<file path="src/rtl/lsu_pkg.sv">
// Shared types and constants for the memory-stage load/store unit.
package lsu_pkg;

    // Access sequencing: IDLE -> REQ -> WAIT -> DONE -> IDLE
    typedef enum logic [1:0] {
        IDLE = 2'd0,
        REQ  = 2'd1,
        WAIT = 2'd2,
        DONE = 2'd3
    } lsu_state_t;

    // Access size as encoded in funct3
    typedef logic [2:0] mem_size_t;

    localparam mem_size_t LSU_B  = 3'b000;
    localparam mem_size_t LSU_H  = 3'b001;
    localparam mem_size_t LSU_W  = 3'b010;
    localparam mem_size_t LSU_BU = 3'b100;
    localparam mem_size_t LSU_HU = 3'b101;

    localparam logic [3:0] BE_B    = 4'b0001;
    localparam logic [3:0] BE_H_LO = 4'b0011;
    localparam logic [3:0] BE_H_HI = 4'b1100;
    localparam logic [3:0] BE_W    = 4'b1111;

    // Halfwords need an even address, words need a 4-byte aligned address.
    // Reserved funct3 codes are treated as word accesses.
    function automatic logic is_misaligned(input mem_size_t size, input logic [1:0] off);
        logic mis;
        case (size)
            LSU_B, LSU_BU: mis = 1'b0;
            LSU_H, LSU_HU: mis = off[0];
            default:       mis = (off != 2'b00);
        endcase
        return mis;
    endfunction

endpackage

</file>
<file path="src/rtl/lsu_align.sv">
// Byte-lane steering: store data replication / byte enables and
// load data extraction with sign or zero extension. Purely combinational.
module lsu_align
    import lsu_pkg::*;
(
    input  mem_size_t   st_size,
    input  logic [1:0]  st_off,
    input  logic [31:0] st_data,
    output logic [31:0] st_wdata,
    output logic [3:0]  st_be,
    input  mem_size_t   ld_size,
    input  logic [1:0]  ld_off,
    input  logic [31:0] ld_word,
    output logic [31:0] ld_data
);

    logic [31:0] ld_shift;

    assign ld_shift = ld_word >> {ld_off, 3'b000};

    // Store: replicate the item across all lanes, enable only the addressed bytes
    always_comb begin
        st_wdata = st_data;
        st_be    = BE_W;
        case (st_size)
            LSU_B, LSU_BU: begin
                st_wdata = {4{st_data[7:0]}};
                st_be    = BE_B << st_off;
            end
            LSU_H, LSU_HU: begin
                st_wdata = {2{st_data[15:0]}};
                st_be    = st_off[1] ? BE_H_HI : BE_H_LO;
            end
            default: begin
                st_wdata = st_data;
                st_be    = BE_W;
            end
        endcase
    end

    // Load: bring the addressed item down to bit 0, then extend
    always_comb begin
        ld_data = ld_shift;
        case (ld_size)
            LSU_B:   ld_data = {{24{ld_shift[7]}}, ld_shift[7:0]};
            LSU_BU:  ld_data = {24'h0, ld_shift[7:0]};
            LSU_H:   ld_data = {{16{ld_shift[15]}}, ld_shift[15:0]};
            LSU_HU:  ld_data = {16'h0, ld_shift[15:0]};
            default: ld_data = ld_shift;
        endcase
    end

endmodule

</file>
<file path="src/rtl/load_store_unit.sv">
// Memory-stage load/store unit of the RV32I pipeline. Issues one word-aligned
// request per load/store on a req/gnt/rvalid bus and stalls the pipeline until
// the access completes. Misaligned accesses are dropped with a one-cycle flag.
// Optional build macro LSU_PERF_CNT_EN adds stall-cycle and access counters.
//
//  state | meaning
//  IDLE  | no access in flight; latch a new aligned access
//  REQ   | bus_req_o held with stable address/data until bus_gnt_i
//  WAIT  | granted, waiting for bus_rvalid_i (read data or write ack)
//  DONE  | access complete for one cycle, pipeline released
module load_store_unit
    import lsu_pkg::*;
#(
    parameter int ADDR_WIDTH = 32
) (
    input  logic                  clk_i,
    input  logic                  rst_ni,
    input  logic                  MemRead_i,
    input  logic                  MemWrite_i,
    input  logic [2:0]            MemCtrl_i,
    input  logic [ADDR_WIDTH-1:0] ALUout_i,
    input  logic [31:0]           WriteData_i,
    output logic                  stall_o,
    output logic [31:0]           DataMemOut_o,
    output logic                  misalign_o,
    output logic                  bus_req_o,
    output logic                  bus_we_o,
    output logic [ADDR_WIDTH-1:0] bus_addr_o,
    output logic [31:0]           bus_wdata_o,
    output logic [3:0]            bus_be_o,
    input  logic                  bus_gnt_i,
    input  logic                  bus_rvalid_i,
    input  logic [31:0]           bus_rdata_i
`ifdef LSU_PERF_CNT_EN
    ,
    output logic [31:0]           stall_cnt_o,
    output logic [31:0]           access_cnt_o
`endif
);

    lsu_state_t            state_q;
    mem_size_t             size_q;
    logic [1:0]            off_q;
    logic [31:0]           dout_q;
    logic                  req_q;
    logic                  we_q;
    logic [ADDR_WIDTH-1:0] addr_q;
    logic [31:0]           wdata_q;
    logic [3:0]            be_q;

    logic                  access;
    logic                  misaligned;
    logic [31:0]           st_wdata;
    logic [3:0]            st_be;
    logic [31:0]           ld_data;

    assign access     = MemRead_i | MemWrite_i;
    assign misaligned = access & is_misaligned(MemCtrl_i, ALUout_i[1:0]);

    // Inputs stay frozen while stalled, so the misalignment test is valid in every state
    assign stall_o    = access & (state_q != DONE) & ~misaligned;
    assign misalign_o = misaligned & (state_q == IDLE);

    // A dropped access reads as zero in the same cycle it is flagged
    assign DataMemOut_o = misalign_o ? 32'h0 : dout_q;

    assign bus_req_o   = req_q;
    assign bus_we_o    = we_q;
    assign bus_addr_o  = addr_q;
    assign bus_wdata_o = wdata_q;
    assign bus_be_o    = be_q;

    lsu_align u_align (
        .st_size  (MemCtrl_i),
        .st_off   (ALUout_i[1:0]),
        .st_data  (WriteData_i),
        .st_wdata (st_wdata),
        .st_be    (st_be),
        .ld_size  (size_q),
        .ld_off   (off_q),
        .ld_word  (bus_rdata_i),
        .ld_data  (ld_data)
    );

    // Access sequencer with registered bus outputs and load result
    always_ff @(posedge clk_i or negedge rst_ni) begin
        if (!rst_ni) begin
            state_q <= IDLE;
            size_q  <= LSU_B;
            off_q   <= 2'b00;
            dout_q  <= 32'h0;
            req_q   <= 1'b0;
            we_q    <= 1'b0;
            addr_q  <= '0;
            wdata_q <= 32'h0;
            be_q    <= 4'h0;
        end else begin
            case (state_q)
                IDLE: begin
                    if (misaligned) begin
                        dout_q <= 32'h0;
                    end else if (access) begin
                        state_q <= REQ;
                        req_q   <= 1'b1;
                        // a simultaneous read and write is performed as a load
                        we_q    <= MemWrite_i & ~MemRead_i;
                        addr_q  <= {ALUout_i[ADDR_WIDTH-1:2], 2'b00};
                        wdata_q <= st_wdata;
                        be_q    <= st_be;
                        size_q  <= MemCtrl_i;
                        off_q   <= ALUout_i[1:0];
                    end
                end
                REQ: begin
                    if (bus_gnt_i) begin
                        state_q <= WAIT;
                        req_q   <= 1'b0;
                    end
                end
                WAIT: begin
                    if (bus_rvalid_i) begin
                        state_q <= DONE;
                        if (!we_q) begin
                            dout_q <= ld_data;
                        end
                    end
                end
                DONE: begin
                    state_q <= IDLE;
                end
                default: begin
                    state_q <= IDLE;
                end
            endcase
        end
    end

`ifdef LSU_PERF_CNT_EN
    // Free-running performance counters, wrapping naturally at 2^32
    always_ff @(posedge clk_i or negedge rst_ni) begin
        if (!rst_ni) begin
            stall_cnt_o  <= 32'h0;
            access_cnt_o <= 32'h0;
        end else begin
            if (stall_o) begin
                stall_cnt_o <= stall_cnt_o + 32'd1;
            end
            if (state_q == DONE) begin
                access_cnt_o <= access_cnt_o + 32'd1;
            end
        end
    end
`endif

endmodule

</file>
<file path="config.mk">
export PLATFORM = sky130hd
export DESIGN_NAME = load_store_unit
export DESIGN_NICKNAME = d
export VERILOG_FILES = /design/src/rtl/lsu_pkg.sv /design/src/rtl/lsu_align.sv /design/src/rtl/load_store_unit.sv
export SDC_FILE = /design/constraint.sdc
export NUM_CORES = 1
export LEC_CHECK = 0
export ABC_AREA = 0
export CAP_MARGIN = 5
export CORE_ASPECT_RATIO = 0.6
export CORE_UTILIZATION = 50
export DETAILED_ROUTE_END_ITERATION = 10
export PLACE_DENSITY = 0.86
export SYNTH_ARGS = -nofsm -noshare
export SYNTH_HDL_FRONTEND = slang
export SYNTH_HIERARCHICAL = 1
export SYNTH_SLANG_ARGS = --single-unit
export TNS_END_PERCENT = 10
</file>
<file path="constraint.sdc">
create_clock -name clk_i -period 5.3 [get_ports clk_i]
set_input_delay 0.53 -clock clk_i [delete_from_list [all_inputs] [get_ports clk_i]]
set_output_delay 0.53 -clock clk_i [all_outputs]
set_load 0.05 [all_outputs]
</file>
==> results of run 1 <==
-- cell usage in the layout (no fill, tap or decap), drive strengths merged, types with 8 or more instances in the layout --
cell type / n
clkdlybuf4s50: 205
dfrtp: 107
mux2: 91
nand3: 50
a21oi: 38
a221o: 33
and2: 33
o21ai: 28
mux2i: 24
nand2b: 16
a22o: 14
nor2b: 13
nor2: 12
nand2: 11
buf: 11
or2: 10
o22ai: 10
clkbuf: 10
o2bb2ai: 8
inv: 8
-- cell families after synthesis --
logic type / count (synthesis) / synth area share
DFF: 107 / 0.422
muxes: 115 / 0.201
and+or+nand+nor: 147 / 0.131
adders and majority gates: 4 / 0.00789
AOI/OAI and AO/OA: 151 / 0.181
buffers and inverters: 67 / 0.0553
other: 1 / 0.000591
xor gates and xnor gates: 1 / 0.00138
-- through the flow --
stage	hold WS (ps)	setup slack, ps	std cells	utilization	area, um^2
final	296	1420	930	0.708	8650
after CTS	311	1420	930	0.708	8650
after detailed placement	487	1440	914	0.684	8360
after global routing	366	1290	930	0.708	8650
after global placement	477	1560	914	0.684	8360
after floorplan	234	3060	594	-	6340
-- path summary, 6_finish.rpt --
check / to / cells after the start / start / slack (ps)
worst max register to register: dout_q[12]$_DFFE_PN0P_ / 5 / off_q[1]$_DFFE_PN0P_ / 2560
worst min register to register: bus_wdata_o[7]$_DFFE_PN0P_ / 1 / bus_wdata_o[7]$_DFFE_PN0P_ / 510
worst min-delay path: dout_q[30]$_DFFE_PN0P_ / 1 / rst_ni / 300
worst max-delay path: DataMemOut_o[7] / 7 / MemCtrl_i[1] / 1420
min in group clk_i: bus_wdata_o[7]$_DFFE_PN0P_ / 1 / bus_wdata_o[7]$_DFFE_PN0P_ / 510
max in group asynchronous: bus_wdata_o[1]$_DFFE_PN0P_ / 2 / rst_ni / 3920
-- registers in the layout, summed over array words and instances, names as in the netlist --
name         cells
bus_addr_o      30
size_q           3
bus_wdata_o     32
dout_q          32
bus_be_o         4
bus_req_o        1
off_q            2
state_q          2
bus_we_o         1
-- power by group --
group,internal (mW),leakage [nW],switching [mW]
clock network,0.330,0.138,0.322
logic,1.35,2.05,2.30
registers,1.18,1.31,0.269
-- worst reg2reg max path, delay by kind of cell (launching register included) --
| family | cells | cell delay (ps) |
|---|---|---|
| compound gates | 4 | 1200 |
| flops | 1 | 1020 |
| mux | 1 | 400 |
-- area by class of cell --
cell class                      count  area, um^2
Timing Repair Buffer              216        2130
Inverter                            6        22.5
Tap cell                          165         206
Clock inverter                      6        61.3
Multi-Input combinational cell    420        3320
Sequential cell                   107        2680
Clock buffer                       10         229
Fill cell                         876        3570
-- routing by layer --
layer,up-vias,part of all wire,global-route usage
met1,2687,0.45,0.371
met4,0,0.0079,0.0637
li1,2506,-,-
met2,247,0.46,0.431
met5,-,0,0
met3,22,0.081,0.0638
==> flow_summary.ini, run 1 <==
[sta]
grt_setup_unrepaired = no
final.setup_skew_ps = 10.0
slew_violations = 0
setup_violations = 0
min_period_over_period = 0.733
worst_slew_pin_slew_ps = 1100
period_needed_ps = 3880
maxSlewHeadroom = 0.267
final_hold_viol_count = 0
fmaxAchievable_mhz = 258
fin_setup_tns_ps = 0

[global_routing]
pin_count_of_the_biggest_net_entering_global_routing = 83
globalRouteTotalUtil = 0.268
antenna_found_initial = 0
grt_first_pass_wirelength_um = 27700
grt.overflow.total = 0
first_global_vias = 5331

[floorplanning]
core-area_um2 = 12200
dieArea_um2 = 13100
floorplan.initialDensity = 0.519
number_of_placed_i_o_pins = 209
die_w_um = 147
die_y_um = 89.2
core.rowCount = 31

[cts]
clk-insertion-delay-late_ps = 350
numClockSinks = 107
cts.repair.resized = 0
path_clk_slew_ps = 70
clock-root-buffer = sky130_fd_sc_hd__clkbuf_16
cts_tree = built
cts.htree.levels = 3
total_cts_buffers = 9
cts_hold_buf = 0
post-cts-setup-buffer-count = 0
clk_path_buf_depth = 2

[pwr]
total_leakage_power_nw = 3.50
irDropWorstVdd_mv = 0.421
power.total_mw = 5.75
pwr_density_cell_nw_per_um2 = 665

[setup_path]
timing.critical_path.buf_inv = 3
crit_fanout = 33
cp-end-kind = primary output
worstPathRequired_ps = 4770
worst_path_most_repeated_cell = sky130_fd_sc_hd__clkdlybuf4s50_1
max_stage_delay_ps = 810
worst_path_slowest_cell = sky130_fd_sc_hd__clkdlybuf4s50_1
critical_path.startpoint_type = primary input
critPathTopFamily = buffers and inverters
worst-setup-path-type = primary input to primary output
worst-endpoint-arrival_ps = 3350
path_cells = clkdlybuf4s50_1 > buf_4 > a21oi_4 > nor2_1 > nand2_1 > and2_1 > clkdlybuf4s50_1

[synthesis]
synth_sequential_area_ratio = 0.422
netlist_top_cells_area = sky130_fd_sc_hd__dfrtp_1 (42%), sky130_fd_sc_hd__mux2_2 (15%), sky130_fd_sc_hd__a221o_1 (5.2%), sky130_fd_sc_hd__nand3_1 (3.9%), sky130_fd_sc_hd__mux2i_1 (3.8%)
synth_cell_type_count = 44
post_synth_edffs = 0
average_instance_area_after_synthesis_um2 = 10.7
synth.most_common_cell = sky130_fd_sc_hd__dfrtp_1
netlist_top_cells_count = sky130_fd_sc_hd__dfrtp_1 (107), sky130_fd_sc_hd__mux2_2 (83), sky130_fd_sc_hd__nand3_1 (50)
synth-seq-cells = 107
synthesis.yosys.warnings = 6
post-synth-top-area-cell = sky130_fd_sc_hd__dfrtp_1
ys.flop_type = sky130_fd_sc_hd__dfrtp_1
synthCells = 593
synth_top_area_share = 0.422
ys_async_sr_fraction = 1.00
synth.cell_area_um2 = 6340

[detailed_routing]
drt_iter0_markers = 342
final_antenna_net_count = 0
drt-wirelength-per-cell_um = 19.1
drtPass1Iterations = 7
drt_wl_total_um = 17700
num_vias = 5462
detail_route.drc_violations = 0
vias_per_cell = 5.87

[finish]
num_antenna_cells = 0
share_of_layout_cells_above_drive_strength_1 = 0.178
synthToLayoutAreaGrowth_pct = 36.5
nets_final = 869

[placed_design]
hpwl_um = 12700
weighted_congestion_reported_at_the_end_of_routability_driven_placement = 0.896
buffer_ports.inserted = 206

[min_path]
hold_path.class = primary input to asynchronous set/reset pin

[run]
maxCapViolCount = 0

[status]
status = finished clean
(Power assumes the default switching activity.)
==> inputs of run 2 (changes only) <==
CORE_UTILIZATION = 42   (was 50)
PLACE_DENSITY = 0.77   (was 0.86)
clock period = 3.4 ns   (was 5.3 ns; I/O delays follow)
==> run 2 against run 1 <==
  * Setup slack got worse by 560 ps
  * Critical path depth did not move
  * Final cell count rose by 3.8%
  * Register-to-register slack got worse by 1600 ps
  * Clock skew barely moved
  * First-iteration DRC count rose by 23%
  * Clock-buffer cell count rose by 1
  * Sequential share of layout area fell by 1.4 points
  * Global-route usage fell by 2.9 points
  * Core utilization fell by 8.6 points
  * Power rose by 63%
==> flow_summary.ini, run 2 (synthesis gave the netlist of run 1 again) <==
[setup_path]
r2r.worst_path.cells = 7
worst-setup-path-type = flop to primary output
regToRegStartpoint = off_q[0]$_DFFE_PN0P_
worstReg2RegEnd = dout_q[14]$_DFFE_PN0P_
cp-startpoint = state_q[1]$_DFFE_PN0P_
worstPathRequired_ps = 3060
crit_fanout = 44
timing.critical_path.to = DataMemOut_o[25]
cp-end-kind = primary output
critical_path.startpoint_type = flop
worst-r2r-setup-slack_ps = 950
worst-endpoint-arrival_ps = 2210

[detailed_routing]
drt_iter0_markers = 419
dr_wl_met3_um = 1630
drt-wirelength-per-cell_um = 19.0
dr_wl_met2_um = 8360
vias_per_cell = 5.61
topRoutingLayerUsed = met4
final_antenna_net_count = 0
wirelength_met1_um = 8200
drt_wl_total_um = 18400
num_vias = 5409
detail_route.drc_violations = 0
drtPass1Iterations = 5

[finish]
nets_final = 871
share_of_layout_cells_above_drive_strength_1 = 0.224
fill_cells = 1168
commonest_non_fill_non_tap_cell_in_the_layout = sky130_fd_sc_hd__clkdlybuf4s50_1
most-common-layout-cells = sky130_fd_sc_hd__clkdlybuf4s50_1 (171), sky130_fd_sc_hd__dfrtp_1 (107), sky130_fd_sc_hd__mux2_2 (83), sky130_fd_sc_hd__nand3_1 (50), sky130_fd_sc_hd__a21oi_1 (37)
layout.core_utilization = 0.622
synthToLayoutAreaGrowth_pct = 43.1
num_antenna_cells = 0
finalNonFillerCells = 965

[cts]
total_cts_buffers = 9
clk_path_buf_depth = 2
path_clk_slew_ps = 80
post-cts-setup-buffer-count = 0
clk-insertion-delay-late_ps = 340
cts.htree.levels = 3
numClockSinks = 107
cts.repair.resized = 0
cts_tree = built
clock-root-buffer = sky130_fd_sc_hd__clkbuf_16
cts_hold_buf = 0

[floorplanning]
dieArea_um2 = 15600
core.rowCount = 34
die_y_um = 97.2
number_of_placed_i_o_pins = 209
core-area_um2 = 14600
die_w_um = 161
floorplan.initialDensity = 0.434

[sta]
final.setup_skew_ps = 10.4
grt_setup_unrepaired = no
period_needed_ps = 2550
maxSlewHeadroom = 0.329
hold_ws_ps = 48.4
worst_slew_pin_slew_ps = 1000
fmaxAchievable_mhz = 393
slew_violations = 0
setup_violations = 0
fin_setup_tns_ps = 0
final_hold_viol_count = 0
min_period_over_period = 0.749

[pwr]
power.total_mw = 9.38
total_leakage_power_nw = 3.70
irDropWorstVdd_mv = 0.708
pwr_density_cell_nw_per_um2 = 1030

[status]
status = finished clean

[placed_design]
buffer_ports.inserted = 206
weighted_congestion_reported_at_the_end_of_routability_driven_placement = 0.889
dp.cells = 949
hpwl_um = 13500

[global_routing]
pin_count_of_the_biggest_net_entering_global_routing = 72
grt.overflow.total = 0
grt_first_pass_wirelength_um = 29600
antenna_found_initial = 0
first_global_vias = 5415
globalRouteTotalUtil = 0.240

[min_path]
hold_path.class = primary input to asynchronous set/reset pin

[run]
maxCapViolCount = 0
run 2: cell types whose count changed in the layout (fill, tap and decap cells not counted), moves of 2 or more:
cell,delta
sky130_fd_sc_hd__clkdlybuf4s50_1,-34
sky130_fd_sc_hd__clkbuf_8,+2
sky130_fd_sc_hd__clkinv_4,-2
sky130_fd_sc_hd__buf_12,+34
sky130_fd_sc_hd__buf_4,+2
run 2: worst min path at each step:
stage                                      end
floorplan           bus_addr_o[10]$_DFFE_PN0P_
global placement         dout_q[9]$_DFFE_PN0P_
detailed placement       dout_q[6]$_DFFE_PN0P_
CTS                      dout_q[6]$_DFFE_PN0P_
global route             dout_q[6]$_DFFE_PN0P_
finish                   dout_q[6]$_DFFE_PN0P_
run 2: report_power, final:
part           internal (mW)  total, mW  switching [mW]
sequential              1.84       2.24           0.399
combinational           2.34       6.04            3.70
clock                  0.623       1.11           0.485
run 2: cell type report:
cell class                 count  area (um^2)  area share
sequential                   107         2680       0.295
timing repair buffer         218         2490       0.274
clock inverter                 5         66.3     0.00731
inverter                       6         22.5     0.00248
clock buffer                  11          253      0.0279
tap                          198          248      0.0273
multi-input combinational    420         3320       0.366
run 2: per-layer routing:
| metal | track usage | up-vias |
|---|---|---|
| met5 | 0 | - |
| met1 | 0.331 | 2630 |
| met3 | 0.0606 | 16 |
| li1 | - | 2511 |
| met2 | 0.380 | 252 |
| met4 | 0.0491 | 0 |
run 2: metrics by stage:
stage	setup slack, ps	cell area [um^2]
final	854	9070
after floorplan	1350	6340
after CTS	860	9070
after global routing	735	9070
after global placement	967	8760
after detailed placement	862	8760
run 2: critical path, cell delays in order, from the launching register on:
cell and delay (ps):
sky130_fd_sc_hd__dfrtp_1 420, sky130_fd_sc_hd__inv_1 120, sky130_fd_sc_hd__ha_1 160, sky130_fd_sc_hd__buf_4 420
sky130_fd_sc_hd__nand2_1 100, sky130_fd_sc_hd__buf_4 250, sky130_fd_sc_hd__and2_1 230, sky130_fd_sc_hd__buf_12 150
